### config.mk
export PLATFORM = sky130hd
export DESIGN_NAME = load_store_mem_ctrl
export DESIGN_NICKNAME = d
export VERILOG_FILES = /design/src/rtl/load_store_mem_ctrl.sv
export SDC_FILE = /design/constraint.sdc
export NUM_CORES = 1
export LEC_CHECK = 0
export BUFFER_PORTS_ARGS = -buffer_cell sky130_fd_sc_hd__buf_2
export CAP_MARGIN = 5
export CORE_UTILIZATION = 40
export CTS_CLUSTER_DIAMETER = 60
export DETAILED_ROUTE_END_ITERATION = 6
export PLACE_DENSITY = 0.72
export SYNTH_ARGS = -nofsm -noshare
export SYNTH_HDL_FRONTEND = slang
export SYNTH_SLANG_ARGS = --single-unit
### constraint.sdc
create_clock -name clk -period 2.56 [get_ports clk]
set_clock_uncertainty 0.15 [all_clocks]
set_input_delay 0.64 -clock clk [delete_from_list [all_inputs] [get_ports clk]]
set_output_delay 0.64 -clock clk [all_outputs]
set_load 0.02 [all_outputs]
### src/rtl/load_store_mem_ctrl.sv
// MEM-stage load/store responder driving a byte-wide synchronous data RAM.
// Ports: clk, rst_n | mem_addr_i, mem_aluop_i, rt_data_i (request) |
//   load_store_mem_ctrl_done, rdata (completion, load data) |
//   ram_addr_o, ram_we_o, ram_wdata_o, ram_rdata_i (RAM port).
module load_store_mem_ctrl #(
   parameter int ADDR_W = 17
) (
   input  logic              clk,
   input  logic              rst_n,
   input  logic [31:0]       mem_addr_i,
   input  logic [7:0]        mem_aluop_i,
   input  logic [31:0]       rt_data_i,
   output logic              load_store_mem_ctrl_done,
   output logic [31:0]       rdata,
   output logic [ADDR_W-1:0] ram_addr_o,
   output logic              ram_we_o,
   output logic [7:0]        ram_wdata_o,
   input  logic [7:0]        ram_rdata_i
);

   localparam logic [7:0] EXE_LB_OP  = 8'b1110_0000;
   localparam logic [7:0] EXE_LH_OP  = 8'b1110_0001;
   localparam logic [7:0] EXE_LW_OP  = 8'b1110_0011;
   localparam logic [7:0] EXE_LBU_OP = 8'b1110_0100;
   localparam logic [7:0] EXE_LHU_OP = 8'b1110_0101;
   localparam logic [7:0] EXE_SB_OP  = 8'b1110_1000;
   localparam logic [7:0] EXE_SH_OP  = 8'b1110_1001;
   localparam logic [7:0] EXE_SW_OP  = 8'b1110_1011;

   localparam logic [ADDR_W-1:0] ADDR_ONE = {{(ADDR_W-1){1'b0}}, 1'b1};

   typedef enum logic [2:0] {
      IDLE,
      RD,
      RD_TAIL,
      WR,
      DONE
   } state_t;

   state_t      state;
   logic [1:0]  cnt;
   logic [1:0]  last;
   logic [31:0] data_q;

   logic        is_load;
   logic        is_store;
   logic [1:0]  size_m1;
   logic [1:0]  cnt_prev;
   logic [1:0]  cnt_next;

   // Only the low ADDR_W address bits reach the RAM.
   logic unused_addr_hi;
   assign unused_addr_hi = ^mem_addr_i[31:ADDR_W];

   assign cnt_prev = cnt - 2'd1;
   assign cnt_next = cnt + 2'd1;

   always_comb begin
      is_load  = 1'b0;
      is_store = 1'b0;
      size_m1  = 2'd0;
      case (mem_aluop_i)
         EXE_LB_OP, EXE_LBU_OP: begin
            is_load = 1'b1;
            size_m1 = 2'd0;
         end
         EXE_LH_OP, EXE_LHU_OP: begin
            is_load = 1'b1;
            size_m1 = 2'd1;
         end
         EXE_LW_OP: begin
            is_load = 1'b1;
            size_m1 = 2'd3;
         end
         EXE_SB_OP: begin
            is_store = 1'b1;
            size_m1  = 2'd0;
         end
         EXE_SH_OP: begin
            is_store = 1'b1;
            size_m1  = 2'd1;
         end
         EXE_SW_OP: begin
            is_store = 1'b1;
            size_m1  = 2'd3;
         end
         default: begin
            is_load  = 1'b0;
            is_store = 1'b0;
         end
      endcase
   end

   always_ff @(posedge clk or negedge rst_n) begin
      if (!rst_n) begin
         state                    <= IDLE;
         cnt                      <= 2'd0;
         last                     <= 2'd0;
         data_q                   <= 32'd0;
         load_store_mem_ctrl_done <= 1'b0;
         rdata                    <= 32'd0;
         ram_addr_o               <= '0;
         ram_we_o                 <= 1'b0;
         ram_wdata_o              <= 8'd0;
      end else begin
         unique case (state)
            IDLE: begin
               cnt  <= 2'd0;
               last <= size_m1;
               if (is_load) begin
                  state      <= RD;
                  rdata      <= 32'd0;
                  ram_addr_o <= mem_addr_i[ADDR_W-1:0];
               end else if (is_store) begin
                  state       <= WR;
                  data_q      <= rt_data_i;
                  ram_addr_o  <= mem_addr_i[ADDR_W-1:0];
                  ram_we_o    <= 1'b1;
                  ram_wdata_o <= rt_data_i[7:0];
               end
            end
            RD: begin
               // RAM data lags its address by one cycle.
               if (cnt != 2'd0)
                  rdata[{cnt_prev, 3'b000} +: 8] <= ram_rdata_i;
               if (cnt == last) begin
                  state <= RD_TAIL;
               end else begin
                  cnt        <= cnt_next;
                  ram_addr_o <= ram_addr_o + ADDR_ONE;
               end
            end
            RD_TAIL: begin
               rdata[{last, 3'b000} +: 8] <= ram_rdata_i;
               state                    <= DONE;
               load_store_mem_ctrl_done <= 1'b1;
            end
            WR: begin
               if (cnt == last) begin
                  state                    <= DONE;
                  ram_we_o                 <= 1'b0;
                  load_store_mem_ctrl_done <= 1'b1;
               end else begin
                  cnt         <= cnt_next;
                  ram_addr_o  <= ram_addr_o + ADDR_ONE;
                  ram_wdata_o <= data_q[{cnt_next, 3'b000} +: 8];
               end
            end
            DONE: begin
               state                    <= IDLE;
               ram_we_o                 <= 1'b0;
               load_store_mem_ctrl_done <= 1'b0;
            end
            default: begin
               state                    <= IDLE;
               ram_we_o                 <= 1'b0;
               load_store_mem_ctrl_done <= 1'b0;
            end
         endcase
      end
   end

endmodule

== Yosys cells after proc, flatten, opt, wreduce, memory -nomap -nowiden ==
Index checks and enable logic that the tools add are counted.

* Register bits: 98
* Output and inout port bits: 59
* Input bits: 82
* Logic and storage cells: 92

* Reductions and logical operators: 20
* Bitwise logic cells: 3
* Muxes and demuxes: 29
* $add $sub $neg: 5
* Equality and inequality tests: 21
* Shift operators: 5

{| class="wikitable"
|+ Operator list
! kind !! count
|-
| $pmux 32 s3 || 1
|-
| $bwmux 32 || 2
|-
| $eq 8x8->1 const B || 8
|-
| $mux 32 || 2
|-
| $shift 8x7->32 const A || 2
|-
| $shiftx 8x7->32 || 2
|-
| $mux 17 || 3
|-
| $pmux 17 s2 || 1
|-
| $shiftx 32x6->8 || 1
|-
| $mux 8 || 3
|-
| $add 17x1->17 const B || 1
|-
| $ne 2x2->1 const B || 8
|-
| $pmux 8 s2 || 1
|-
| $neg 5->7 || 2
|-
| $mux 3 || 4
|-
| $pmux 3 s4 || 1
|-
| $reduce_and 3->1 || 4
|-
| $pmux 2 s2 || 2
|-
| $reduce_and 4->1 || 2
|-
| $reduce_or 2->1 || 4
|-
| $eq 3x2->1 const B || 2
|-
| $mux 1 || 6
|-
| $pmux 1 s3 || 2
|-
| $reduce_bool 2->1 || 3
|-
| other kinds (12) || 16
|}

== Depth between registers and ports, before layout ==
* Depth in word-level cells: 6
* Depth in mapped cells: 9
* Gate-level depth less buffers: 6

== Worst setup path after synthesis ==
No wires, ideal clock.

* Kind: reg2reg
* Start: register cnt[0]
* End: register ram_wdata_o[0]
* Arrival: 2300 ps
* Buffers on the path: 3
* Cell stages (with the launch flop): 9
* Period minus slack after synthesis: 2575 ps
* Setup slack: -15 ps
* Required time: 2285 ps
* Library setup time: 125 ps
* Cells stage by stage: dfrtp_1 buf_2 buf_4 inv_1 ha_1 clkbuf_1 mux4_2 mux2_2 mux2_2

* Cells in the longest elaborated chain, start to end: 4
* Elaborated cells between the ends (all ways): 7
* Those cells by class: add/sub: 1; eq/ne: 2; shift: 1; mux: 2; reduce/logical: 1

{| class="wikitable"
|+ RTL lines
! what !! RTL line !! RTL
|-
| start: declaration || 41 || <nowiki>logic [1:0] cnt;</nowiki>
|-
| start signal: assignment || 129 || <nowiki>cnt <= cnt_next;</nowiki>
|-
| start signal: assignment || 144 || <nowiki>cnt <= cnt_next;</nowiki>
|-
| $add 2x1->2 || 56 || <nowiki>assign cnt_next = cnt + 2'd1;</nowiki>
|-
| $shiftx 32x6->8 || 146 || <nowiki>ram_wdata_o <= data_q[{cnt_next, 3'b000} +: 8];</nowiki>
|-
| $mux 8 || 139 || <nowiki>if (cnt == last) begin</nowiki>
|-
| $pmux 8 s2 || 106 || <nowiki>unique case (state)</nowiki>
|-
| end signal: assignment || 119 || <nowiki>ram_wdata_o <= rt_data_i[7:0];</nowiki>
|-
| end signal: assignment || 146 ||
|-
| end: declaration || 17 || <nowiki>output logic [7:0] ram_wdata_o,</nowiki>
|}

Parallel ways exist; a longest one is shown, timed or not. The select of a mux whose other input is x is not followed.
A chain may end at the register's enable or synchronous reset.

== Worst setup path after layout ==
* Start: register state[1]
* End: register data_q[26]

* Cells in the longest elaborated chain, start to end: 2

{| class="wikitable"
|+ RTL lines
! what !! RTL line !! RTL
|-
| start: declaration || 40 || <nowiki>state_t state;</nowiki>
|-
| start signal: assignment || 96 || <nowiki>state <= IDLE;</nowiki>
|-
| start signal: assignment || 111 || <nowiki>state <= RD;</nowiki>
|-
| start signal: assignment || 115 || <nowiki>state <= WR;</nowiki>
|-
| $logic_not 3->1 || 106 ||
|-
| $reduce_and 3->1 (no line) || n/a ||
|-
| end signal: assignment || 116 || <nowiki>data_q <= rt_data_i;</nowiki>
|-
| end: declaration || 43 || <nowiki>logic [31:0] data_q;</nowiki>
|}

Every way passes these cells.

==> run_results.csv <==
group,metric,value,unit
route,firstDrtPassIters,4,
clock_network,clockRootBuffer,"clkbuf_16",
placed_design,globalplace.congestion,0.843,
route,initialDrtViolationCount,181,
finish,area_delta_synth_final,25.3,%
min_path,hold_class,"in2async",
synthesis,synth_edf_count,0,
timing,rsz0062_at_grt,"no",
worst_setup_path,r2r-start,"state[1]",
placed_design,dpl.hpwl,9110,µm
worst_setup_path,cpPeakStageDelay,0.49,ns
finish,multi_input_area,2320,µm²
floorplan,die_area,12800,µm²
synthesis,syn-mean-instance-area,12.2,µm²
worst_setup_path,path_max_fanout,32,
timing,setup_viol,0,
worst_setup_path,cp.required,2.64,ns
synthesis,yosysTopAreaCell,"dfrtp_1",
finish,post-route-util,0.514,
clock_network,clkSinkCount,98,
synthesis,yosysTopAreaCellShare,0.497,
placed_design,numPortBuffers,125,
pwr,report.power.total,4250,µW
worst_setup_path,cp_slowest_cell,"or3_4",
clock_network,clock_latency,0.34,ns
global_route,first_global_vias,4086,
run_status,run_status,"finished clean",
floorplan,fp-row-count,40,
timing,slew_violations,0,
timing,tns,0,ns
finish,layout.nets,634,
clock_network,h-tree-depth,3,
timing,max_slew_margin,0.499,
pwr,switchingPower,1230,µW
clock_network,post_cts_buffers,0,
job,drv_cap,0,
synthesis,synth_most_common_cell,"dfrtp_1",
route,via_count,3998,
timing,worstMarginPinSlew,0.748,ns
worst_setup_path,crit_family,"simple AND/OR/NAND/NOR gates",
pwr,p_per_area,687,nW/µm²
global_route,grt_start_max_net_pins,40,
synthesis,ys_warn_count,0,
clock_network,holdBufCountCts,0,
pwr,intPower,3020,µW
floorplan,die_w,113,µm
synthesis,synth-main-ff-cell,"dfrtp_1",
route,antenna_left,0,
clock_network,clkTransAtPathRegs,0.07,ns
clock_network,cts_tree,"built",
synthesis,yosysUniqueCellTypes,56,
timing,period_share,0.902,
worst_setup_path,cp_num_buf_inv,1,
floorplan,core_area,12000,µm²
global_route,grt_overflow,0,
finish,final.fill_count,1088,
floorplan,fp.dieH,113,µm
pwr,seq_power_share,0.463,
clock_network,clk_path_buf_depth,2,
worst_setup_path,crit_type,"reg2reg",
worst_setup_path,r2r_setup_slack,0.25,ns
synthesis,ys_top_cells_by_area,"dfrtp_1, mux2_2, a32o_1",
worst_setup_path,rr_worst_depth,4,
worst_setup_path,worstSetupEndpointType,"flop",
finish,antenna-diode-count,0,
worst_setup_path,arrival,2.39,ns
finish,register_area,2450,µm²
synthesis,synth_seq_cells,98,
pwr,p_sw_frac,0.290,
synthesis,synth_seq_area_share,0.497,
floorplan,start_util,0.411,
timing,fmax,433,MHz
worst_setup_path,timing.rr.end,"data_q[26]",
route,viasPerCell,5.77,
synthesis,syn_inst,403,
timing,finalHoldViolCount,0,
worst_setup_path,worst_setup_path_start_kind,"flop",
worst_setup_path,worstPathCellList,"or3_4, nor4_4, buf_12, mux2_2",
synthesis,syn_nets,496,
floorplan,io_pins,141,
pwr,peakVddDrop,0.369,mV
synthesis,synth.top_cells.by_count,"dfrtp_1, mux2_2, a32o_1",
global_route,globalRouteTotalUtil,0.205,
route,remaining_drc_errors,0,
timing,fin_crit,2.31,ns
clock_network,cts_buffers,9,
global_route,grt_pass1_wl,20400,µm
global_route,antenna_found_initial,0,
route,routedWlPerCell,18.1,µm
route,routed_wl,12600,µm
pwr,clkPwrFrac,0.348,
synthesis,synth-async-reset-ratio,1.00,
timing,whs,0.118,ns
finish,drive_above_1_share,0.418,
pwr,combPwrFrac,0.189,
worst_setup_path,path_depth,4,
synthesis,mappedNetlistArea,4930,µm²
pwr,leakage,0.00288,µW
[metal layers]
| metal | track usage | wire length (µm) | share of wire |
|---|---|---|---|
| met3 | 0.0402 | 637 | 0.051 |
| met1 | 0.247 | 5140 | 0.41 |
| met5 | 0 | 0 | 0 |
| met2 | 0.363 | 6550 | 0.52 |
| met4 | 0.0728 | 228 | 0.018 |
[cell families after synthesis]
kind of cell             share of synthesized area
AO/OA/AOI/OAI                                0.190
flip-flops                                   0.497
AND/OR/NAND/NOR                              0.101
multiplexers                                 0.146
buffers and inverters                       0.0335
adder cells (fa/ha/maj)                     0.0279
XOR/XNOR                                   0.00355
[per-stage QoR]
step | cells | cell area (µm²) | setup slack, ns
CTS | 693 | 6170 | 0.0664
detailed placement | 677 | 5850 | 0.0940
global route | 693 | 6180 | 0.0830
floorplan | 403 | 4930 | 0.129
global placement | 677 | 5850 | 0.136
finish | 693 | 6180 | 0.251
[worst max-delay path by stage]
stage                           to      from
CTS                       rdata[1]    cnt[0]
detailed placement        rdata[1]    cnt[0]
finish                  data_q[26]  state[1]
global placement          rdata[7]    cnt[0]
global route        ram_addr_o[16]  state[1]
floorplan           ram_wdata_o[0]    cnt[0]
[placed cells by master, fill, tap and decap left out, types with 4 or more instances in the layout]
cell       count
o21ai_0        9
buf_2        124
nand2b_1       4
a211oi_1       4
o22ai_1       10
nor3_1         4
dfrtp_1       98
nand4_1        8
a21oi_1       14
ha_1          11
o2bb2ai_1      8
buf_4         24
clkbuf_16      9
nor2_1         4
mux4_2         8
a32o_1        25
nor4_1         5
nor2b_1        6
a22oi_1        4
o211ai_1       5
nand2_1       21
mux2_2        45
inv_1         15
a22o_1         8
nand3_1       14
[final cells by class]
cell class / count / share of cell area
sequential: 98 / 0.397
tap: 147 / 0.0298
clock buffer: 10 / 0.0387
clock inverter: 6 / 0.0144
inverter: 15 / 0.00911
timing repair buffer: 150 / 0.136
multi-input combinational: 267 / 0.375
[power by group through the flow]
stage          logic (µW)  registers (µW)  clock network, µW
6_report              804            1970               1480
4_1_cts               812            1960               1510
3_3_place_gp          786            1970                  0
2_1_floorplan         347            2100                  0
3_5_place_dp          810            1990                  0
5_1_grt               871            2000               1570
[timing repair]
item,CTS,global route
resized for setup,0,1
endpoints found under the setup margin,0,2
hold endpoints to repair,0,0
[state kept, by name (all words and copies together), names as in the netlist]
register                  flops
data_q                       32
rdata                        32
ram_addr_o                   17
ram_wdata_o                   8
state                         3
cnt                           2
last                          2
load_store_mem_ctrl_done      1
ram_we_o                      1
[worst reg2reg max path, delay by kind of cell, from the launching register on]
kind	cells	cell delay (ns)
simple gates	2	0.93
mux	1	0.38
buf+inv	1	0.26
flops	1	0.47
Power figures use the tool's default switching activity.
